**config.mk**
```make
export PLATFORM = sky130hd
export DESIGN_NAME = lap_stopwatch
export DESIGN_NICKNAME = d
export VERILOG_FILES = /design/src/rtl/stopwatch_pkg.sv /design/src/rtl/bcd_digit.sv /design/src/rtl/lap_stopwatch.sv
export SDC_FILE = /design/constraint.sdc
export NUM_CORES = 1
export LEC_CHECK = 0
export ABC_AREA = 0
export CAP_MARGIN = 30
export CORE_MARGIN = 3
export CORE_UTILIZATION = 40
export DETAILED_ROUTE_END_ITERATION = 16
export PLACE_DENSITY_LB_ADDON = 0.1
export SYNTH_ARGS = -nofsm -noshare
export SYNTH_HDL_FRONTEND = slang
export SYNTH_SLANG_ARGS = --single-unit
```
**constraint.sdc**
```tcl
create_clock -name CLK -period 2.71 [get_ports CLK]
set_input_delay 0.4065 -clock CLK [delete_from_list [all_inputs] [get_ports CLK]]
set_output_delay 0.4065 -clock CLK [all_outputs]
set_load 0.05 [all_outputs]
```
**src/rtl/stopwatch_pkg.sv**
```systemverilog
// Shared definitions for the lap stopwatch: BCD digit width, digit moduli,
// the BCD digit type and a helper that maps a digit position to its modulus.
package stopwatch_pkg;

    localparam int DIGIT_W = 4;   // bits per BCD digit
    localparam int DEC_MOD = 10;  // decimal digit modulus
    localparam int SEX_MOD = 6;   // tens-of-seconds digit modulus

    // Digit position of the tens-of-seconds digit, counting from CENTISEC = 0.
    localparam int TENSEC_IDX = 3;

    typedef logic [DIGIT_W-1:0] bcd_t;

    // Digit order, least significant first:
    //   0 CENTISEC, 1 DECISEC, 2 SEC, 3 TENSEC, 4.. MIN digits.
    function automatic int digit_modulus(input int idx);
        return (idx == TENSEC_IDX) ? SEX_MOD : DEC_MOD;
    endfunction

endpackage

```
**src/rtl/bcd_digit.sv**
```systemverilog
// One BCD digit of the stopwatch: a modulus-parameterised up/down counter.
// en_i advances the digit by one step in the direction given by down_i;
// carry_o is asserted combinationally when that step rolls the digit over
// (TOP->0 counting up, 0->TOP counting down), so digits chain by feeding
// carry_o into the next digit's en_i and the ripple completes in one edge.
module bcd_digit
    import stopwatch_pkg::*;
#(
    parameter int MODULUS = 10
) (
    input  logic clk_i,
    input  logic rst_i,
    input  logic en_i,
    input  logic down_i,
    output bcd_t digit_o,
    output logic carry_o
);

    localparam bcd_t TOP = bcd_t'(MODULUS - 1);

    bcd_t digit_q;
    bcd_t digit_d;

    // Next digit value and rollover flag for this cycle's step.
    always_comb begin
        digit_d = digit_q;
        carry_o = 1'b0;
        if (en_i) begin
            if (down_i) begin
                if (digit_q == '0) begin
                    digit_d = TOP;
                    carry_o = 1'b1;
                end else begin
                    digit_d = digit_q - bcd_t'(1);
                end
            end else begin
                // >= keeps an out-of-range value from ever propagating.
                if (digit_q >= TOP) begin
                    digit_d = '0;
                    carry_o = 1'b1;
                end else begin
                    digit_d = digit_q + bcd_t'(1);
                end
            end
        end
    end

    // Digit register with synchronous reset to zero.
    always_ff @(posedge clk_i) begin
        if (rst_i) begin
            digit_q <= '0;
        end else begin
            digit_q <= digit_d;
        end
    end

    assign digit_o = digit_q;

endmodule

```
**src/rtl/lap_stopwatch.sv**
```systemverilog
// Lap stopwatch: BCD centisecond timer {MIN.., TENSEC, SEC, DECISEC, CENTISEC}
// that counts up or down on a prescaled tick, flags rollover with WRAP and,
// when built with STOPWATCH_LAP_EN defined, captures TIME into LAP_TIME on LAP.
// Without STOPWATCH_LAP_EN the lap registers are absent, LAP is ignored and
// LAP_TIME/LAP_VALID are tied to zero.
module lap_stopwatch
    import stopwatch_pkg::*;
#(
    parameter int MIN_DIGITS = 1,
    parameter int TICK_DIV   = 1
) (
    input  logic                        CLK,
    input  logic                        RESET,
    input  logic                        ENABLE,
    input  logic                        DOWN,
    input  logic                        LAP,
    output logic [16+4*MIN_DIGITS-1:0]  TIME,
    output logic [16+4*MIN_DIGITS-1:0]  LAP_TIME,
    output logic                        LAP_VALID,
    output logic                        WRAP
);

    localparam int NDIG = 4 + MIN_DIGITS;
    localparam int TW   = NDIG * DIGIT_W;
    localparam int PW   = (TICK_DIV > 1) ? $clog2(TICK_DIV) : 1;
    localparam logic [PW-1:0] PRESC_LAST = PW'(TICK_DIV - 1);

    // ------------------------------------------------------------------
    // Prescaler: counts 0..TICK_DIV-1 while enabled, frozen while held.
    // ------------------------------------------------------------------
    logic [PW-1:0] presc_q;
    logic [PW-1:0] presc_d;
    logic          tick;

    // Tick on the last prescaler count of an enabled cycle.
    always_comb begin
        tick    = ENABLE && (presc_q == PRESC_LAST);
        presc_d = presc_q;
        if (ENABLE) begin
            presc_d = tick ? '0 : presc_q + PW'(1);
        end
    end

    // Prescaler register.
    always_ff @(posedge CLK) begin
        if (RESET) begin
            presc_q <= '0;
        end else begin
            presc_q <= presc_d;
        end
    end

    // ------------------------------------------------------------------
    // Digit chain: CENTISEC is stepped by tick, each higher digit by the
    // rollover of the one below. DOWN only matters when a step happens,
    // so a change between ticks naturally applies from the next tick.
    // ------------------------------------------------------------------
    logic [NDIG:0]   step_en;
    bcd_t            digits [NDIG];
    logic [TW-1:0]   time_w;

    assign step_en[0] = tick;

    for (genvar i = 0; i < NDIG; i++) begin : g_digit
        bcd_digit #(
            .MODULUS (digit_modulus(i))
        ) u_digit (
            .clk_i   (CLK),
            .rst_i   (RESET),
            .en_i    (step_en[i]),
            .down_i  (DOWN),
            .digit_o (digits[i]),
            .carry_o (step_en[i+1])
        );
        assign time_w[i*DIGIT_W +: DIGIT_W] = digits[i];
    end

    assign TIME = time_w;

    // ------------------------------------------------------------------
    // WRAP: the top digit rolling over means the whole display went
    // max->0 or 0->max on this tick; registered so it aligns with TIME.
    // ------------------------------------------------------------------
    logic wrap_q;

    // Rollover pulse register.
    always_ff @(posedge CLK) begin
        if (RESET) begin
            wrap_q <= 1'b0;
        end else begin
            wrap_q <= step_en[NDIG];
        end
    end

    assign WRAP = wrap_q;

    // ------------------------------------------------------------------
    // Lap capture: grabs the TIME value visible before the LAP edge,
    // independent of ENABLE; reset wins over a simultaneous LAP.
    // ------------------------------------------------------------------
`ifdef STOPWATCH_LAP_EN
    logic [TW-1:0] lap_time_q;
    logic [TW-1:0] lap_time_d;
    logic          lap_valid_q;
    logic          lap_valid_d;

    // Next lap value and one-cycle valid pulse.
    always_comb begin
        lap_time_d  = lap_time_q;
        lap_valid_d = 1'b0;
        if (LAP) begin
            lap_time_d  = time_w;
            lap_valid_d = 1'b1;
        end
    end

    // Lap registers.
    always_ff @(posedge CLK) begin
        if (RESET) begin
            lap_time_q  <= '0;
            lap_valid_q <= 1'b0;
        end else begin
            lap_time_q  <= lap_time_d;
            lap_valid_q <= lap_valid_d;
        end
    end

    assign LAP_TIME  = lap_time_q;
    assign LAP_VALID = lap_valid_q;
`else
    // LAP has no function in this build.
    logic unused_lap;
    assign unused_lap = LAP;

    assign LAP_TIME  = '0;
    assign LAP_VALID = 1'b0;
`endif

endmodule

```
==> impl_results.md, run 1 <==
- Setup crit start: DOWN
- HP Class: reg -> reg
- Clk Latency, worst-skew pair: 270 ps
- Initial antenna violation count: 0
- Top FF cell, synth: dfxtp_1
- GRT overflow: 0
- Most frequent cells in the layout: 24 x clkdlybuf4s50_1, 23 x a21oi_1, 23 x nand2_1
- Crit. End Element: flop
- Setup Crit Path Kind: in -> reg
- Hold Startpoint: presc_q
- Critical Path RT: 2890 ps
- Async set or reset register ratio after synthesis: 0
- CTS tree: yes
- Max Cap Viol: 0
- Hold_buf cts: 0
- Synth warnings: 0
- Crit share post-route: 0.867
- Lkg Pwr: 0.881 nW
- Die Span Y: 77.2 um
- Initial Utilization: 0.421
- Final setup margin: 361 ps
- FMAX: 0.426 GHz
- Startpoint Class: input pin
- Worst VDD drop: 0.209 mV
- Layout Nets: 301
- ANT nets after route: 0
- Sw Share: 0.376
- Htree depth: 1
- Row count: 25
- Power per cell area: 461 nW/um2
- Final hold vios: 0
- Final setup vio count: 0
- Commonest non-fill, non-tap cell in the layout: clkdlybuf4s50_1
- Drt wl/cell: 12.8 um
- Sequential area share after synthesis: 0.217
- Setup TNS Final: 0 ps
- Initial DRC Count: 117
- Seq pwr share: 0.349
- Post-CTS Resized: 0
- Slew of the pin with the lowest slew margin: 539 ps
- DP HPWL: 3.23 mm
- Clock sinks: 22
- Clk_skew: 5.23 ps
- Fill cells: 509
- Vias: 1,852
- Largest net degree at the start of global routing: 19
- Cell area after synthesis: 2030 um2
- RSZ-0062 raised after global routing: no
- Clk pwr share: 0.295
- Clock Path Buffers: 2
- P&R area growth vs syn: 13.3%
- DRT Pass-1 Iters: 4
- Setup bufs post-CTS: 0
- Inserted Diodes: 0
- Post-synth EDFFs: 0
- Mapped Cells: 255
- Total Power Consumption: 1.06 mW
- Flip-flop and latch area: 440 um2
- Layout cells sized above 1: 0.0906
- Finished Core Util: 0.477
- #FFs+latches synth: 22
- Vias in the first global route: 1,737
- CTS Root Cell: clkbuf_8
- Die W: 77.2 um
- # port buffers: 24
- Yosys cell types: 53
- Critical path fanouts, max: 18
- Overall routing resource usage: 0.152
- Clock transition at the registers of the reported paths: 90 ps
- Via density per instance: 5.40
- Switch Pwr: 0.399 mW
- Final min period: 2350 ps
- Comb pwr share: 0.356
- Max-slew violations: 0
- Worst r2r src: g_digit[0].u_digit.digit_o[1]
- Area of the multi-input gates: 1380 um2
- Die ar.: 5960 um2
- Mapped Avg Cell Area: 7.96 um2
- Internal cell power: 0.662 mW
- Routed Wire Length: 4.40 mm
- Status: finished clean
- Clock buffer count from CTS: 3
- Critical path arrival: 2530 ps
- Placeable Area: 4820 um2
- First-pass GRT wire length: 7.72 mm
- DRC: 0
- Slew margin rel.: 0.641
- Dpl ws: 40.5 ps
- I/O Pins: 47
- Final RePlAce weighted congestion: 0.795
-- metal layers --
layer,wire length [um],vias up,track usage
met1,2170,866,0.209
met3,152,6,0.0188
met2,2020,42,0.247
met5,0,-,0
li1,-,938,-
met4,54,0,0.0445
-- registers in the layout (all words and copies together), names as in the netlist --
register,count
g_digit.u_digit.digit_o,20
presc_q,1
WRAP,1
-- synthesized netlist by cell type (all sizes together), types with 2 or more instances --
| library cell | number | area share |
|---|---|---|
| o21a | 4 | 0.015 |
| o211ai | 4 | 0.015 |
| nand3 | 7 | 0.020 |
| nor2 | 19 | 0.035 |
| a22o | 3 | 0.013 |
| dfxtp | 22 | 0.22 |
| inv | 13 | 0.024 |
| and2b | 2 | 0.0080 |
| buf | 27 | 0.11 |
| a21o | 4 | 0.016 |
| nand2 | 23 | 0.043 |
| nor4 | 2 | 0.0062 |
| a21oi | 23 | 0.057 |
| clkbuf | 4 | 0.0080 |
| or3 | 3 | 0.0092 |
| and3 | 2 | 0.0062 |
| ha | 19 | 0.12 |
| o221ai | 2 | 0.0086 |
| a211oi | 4 | 0.015 |
| a221oi | 2 | 0.017 |
| a31oi | 4 | 0.012 |
| or3b | 4 | 0.018 |
| o21ai | 15 | 0.037 |
| nor3b | 3 | 0.017 |
| nand2b | 3 | 0.0092 |
| a22oi | 3 | 0.011 |
| nor3 | 5 | 0.012 |
| nor4bb | 2 | 0.0099 |
| nor2b | 2 | 0.0062 |
| a32oi | 2 | 0.0086 |
| a311oi | 8 | 0.035 |
| o22ai | 2 | 0.0062 |
-- path summary, 6_finish.rpt --
path / endpoint / slack, ps / depth (start not counted)
hold reg to reg: presc_q / 490 / 1
setup / recovery: g_digit[4].u_digit.digit_o[3] / 360 / 6
setup reg to reg: g_digit[4].u_digit.digit_o[3] / 380 / 7
hold / removal: presc_q / 490 / 1
-- power groups by stage --
| stage | Combinational (mW) | Clock, mW | Sequential [mW] |
|---|---|---|---|
| after CTS | 0.378 | 0.324 | 0.371 |
| after global routing | 0.410 | 0.342 | 0.377 |
| after floorplan | 0.284 | 0 | 0.421 |
| after detailed placement | 0.376 | 0 | 0.379 |
| after global placement | 0.376 | 0 | 0.378 |
| final | 0.377 | 0.313 | 0.371 |
-- per-stage QoR --
step | area (um2) | hold slack, ps | instances
floorplan | 2100 | 458 | 275
global placement | 2230 | 469 | 339
detailed placement | 2230 | 479 | 339
CTS | 2300 | 491 | 343
global route | 2300 | 507 | 343
finish | 2300 | 488 | 343
-- cell type report --
type                       count  share of cell area
clock buffer                   3              0.0180
inverter                      13              0.0212
clock inverter                 1              0.0131
sequential                    22               0.192
multi-input combinational    208               0.599
tap                           67              0.0365
timing repair buffer          29               0.121
-- logic make-up after synthesis --
group / Yosys count / share of synthesized area
flops: 22 / 0.217
other cells: 1 / 0.00185
simple gates: 79 / 0.213
fa+ha+maj: 19 / 0.117
compound gates: 88 / 0.304
buf+inv: 45 / 0.142
mux: 1 / 0.00493
-- critical path, cell delays in order --
cell	delay, ps
clkdlybuf4s50_1	650
buf_4	290
nand3_2	180
a221oi_4	580
a31oi_1	140
a311oi_1	270
Note: power is estimated with default switching activity, not from simulation.
==> run 2: changes to the inputs <==
Settings changed: CELL_PAD_IN_SITES_DETAIL_PLACEMENT from default to 1, CELL_PAD_IN_SITES_GLOBAL_PLACEMENT from default to 1, CORE_UTILIZATION 40 to 37.
==> run 2 against run 1 <==
Via count fell by 1.3%. Register-to-register slack got worse by 20 ps. Sequential cell count stayed put. Clock skew increased by 3.5 ps. Utilization shrank 3.3 points. Critical path type is now reg -> reg. Critical endpoint is now g_digit[4].u_digit.digit_o[2]. Highest routed layer unchanged.
==> impl_results.md, run 2 (synthesis results as in run 1) <==
- Status: finished clean
- Max-slew violations: 0 (unchanged)
- Setup bufs post-CTS: 0 (unchanged)
- Met3 wire len: 127 um (-16%)
- Finished Core Util: 0.444 (-0.0334)
- R2r setup slk: 360 ps (-20 ps)
- Slew margin rel.: 0.548 (-0.0933)
- Startpoint Class: flop
- Die W: 80.1 um (+3.7%)
- Worst VDD drop: 0.175 mV (-16%)
- Hold Startpoint: presc_q
- Final hold vios: 0 (unchanged)
- Most frequent cells in the layout: 24 x clkdlybuf4s50_1, 23 x a21oi_1, 23 x nand2_1
- Seq pwr share: 0.348 (about the same)
- Setup Crit Path Kind: reg -> reg
- Clock transition at the registers of the reported paths: 90 ps (about the same)
- WL met2: 2.29 mm (+13%)
- Dpl cells: 343 (+1.2%)
- Crit share post-route: 0.866 (about the same)
- DRC: 0 (unchanged)
- Final setup margin: 363 ps (+2.32 ps)
- Row count: 26 (+4.0%)
- Initial Utilization: 0.390 (-0.0314)
- Htree depth: 1 (unchanged)
- Routed Wire Length: 5.06 mm (+15%)
- Initial antenna violation count: 0 (unchanged)
- Clk Latency, worst-skew pair: 270 ps (about the same)
- Hold path depth: 1 (unchanged)
- RSZ-0062 raised after global routing: no
- Power per cell area: 463 nW/um2 (+0.36%)
- Hold endpoint: presc_q
- Via density per instance: 5.27 (-2.5%)
- Commonest non-fill, non-tap cell in the layout: clkdlybuf4s50_1
- Setup crit start: g_digit[2].u_digit.digit_o[0]
- Setup TNS Final: 0 ps (unchanged)
- Worst reg2reg path depth: 7 (unchanged)
- Final cell count without fillers: 347 (+1.2%)
- Drt wl/cell: 14.6 um (+14%)
- Max incr delay on CP: 540 ps (-110 ps)
- DP HPWL: 3.79 mm (+17%)
- FMAX: 0.426 GHz (about the same)
- I/O Pins: 47 (unchanged)
- HP Class: reg -> reg
- Critical path arrival: 2520 ps (about the same)
- Max Used Layer: met4
- Final Cell Area: 2310 um2 (+0.49%)
- Critical-path cell list: inv_1, ha_1, or3b_2, nand2_1, a221oi_4, a31oi_1, a311oi_1
- Switch Pwr: 0.406 mW (+1.9%)
- First-pass GRT wire length: 8.58 mm (+11%)
- Layout Nets: 302 (+0.33%)
- Post-CTS Resized: 0 (unchanged)
- Slew of the pin with the lowest slew margin: 676 ps (+138 ps)
- GRT overflow: 0 (unchanged)
- Clock buffer count from CTS: 3 (unchanged)
- # port buffers: 24 (unchanged)
- Final setup vio count: 0 (unchanged)
- Worst r2r src: g_digit[2].u_digit.digit_o[0]
- Critical path fanouts, max: 12 (-6)
- Vias: 1,827 (-1.3%)
- P&R area growth vs syn: 13.8%
- Placed instance area: 2240 um2 (+0.51%)
- Hold_buf cts: 0 (unchanged)
- Sw Share: 0.380 (+0.00395)
- Critical Path RT: 2880 ps (about the same)
- Lkg Pwr: 0.885 nW (+0.55%)
- Crit. End Element: flop
- Die Span Y: 80.1 um (+3.7%)
- CTS tree: yes
- Vias in the first global route: 1,808 (+4.1%)
- Dpl ws: 123 ps (+82.2 ps)
- Placeable Area: 5200 um2 (+8.1%)
- Inserted Diodes: 0 (unchanged)
- Final min period: 2350 ps (-2.32 ps)
- FF-to-FF End: g_digit[4].u_digit.digit_o[2]
- Max Cap Viol: 0 (unchanged)
- CTS Root Cell: clkbuf_8
- Total Power Consumption: 1.07 mW (+0.85%)
- Layout cells sized above 1: 0.0939 (+0.00328)
- Overall routing resource usage: 0.163 (+0.0108)
- DRT Pass-1 Iters: 4 (unchanged)
- Die ar.: 6410 um2 (+7.5%)
- Internal cell power: 0.663 mW (+0.21%)
- Comb pwr share: 0.358 (+0.002)
- Clk pwr share: 0.294 (about the same)
- Initial DRC Count: 49 (-58%)
- M1 WL: 2.62 mm (+21%)
- Final RePlAce weighted congestion: 0.812 (+2.2%)
- ANT nets after route: 0 (unchanged)
- Clock Path Buffers: 2 (unchanged)
- Max FFs per register: 20 (unchanged)
- Worst Hold Slack: 499 ps (+10.7 ps)
- Clock sinks: 22 (unchanged)
- Worst-path cell with the longest stage delay: a221oi_4
- Largest net degree at the start of global routing: 17 (-2)
- Clk_skew: 8.74 ps (+3.51 ps)
==> run 2: cell type report <==
cell class	instances	area [um2]
sequential	22	440
clock buffer	3	41.3
inverter	13	48.8
tap	70	87.6
timing repair buffer	30	285
fill	634	2900
clock inverter	1	30.0
multi-input combinational	208	1380
==> run 2: worst max-delay path by stage <==
| stage | endpoint | cells after the start |
|---|---|---|
| global placement | g_digit[4].u_digit.digit_o[1] | 6 |
| global route | g_digit[4].u_digit.digit_o[3] | 7 |
| detailed placement | g_digit[4].u_digit.digit_o[2] | 6 |
| CTS | g_digit[4].u_digit.digit_o[2] | 7 |
| floorplan | g_digit[4].u_digit.digit_o[2] | 8 |
| finish | g_digit[4].u_digit.digit_o[2] | 7 |
==> run 2: layer usage <==
| metal | track usage | vias up |
|---|---|---|
| met5 | 0 | - |
| met1 | 0.230 | 865 |
| met4 | 0.0355 | 0 |
| met3 | 0.0168 | 2 |
| met2 | 0.266 | 31 |
| li1 | - | 929 |
==> run 2: power by group through the flow <==
| stage | clock [mW] | sequential, mW | combinational, mW |
|---|---|---|---|
| after floorplan | 0 | 0.421 | 0.284 |
| after global placement | 0 | 0.379 | 0.380 |
| after detailed placement | 0 | 0.379 | 0.383 |
| after CTS | 0.326 | 0.372 | 0.384 |
| after global routing | 0.337 | 0.376 | 0.422 |
| final | 0.314 | 0.372 | 0.383 |
==> run 2: critical path: cells and delay by family, from the launching register on <==
family          cells  cell delay (ps)
flops               1              530
compound gates      3              970
fa+ha+maj           1              250
simple gates        2              360
buf+inv             1              140
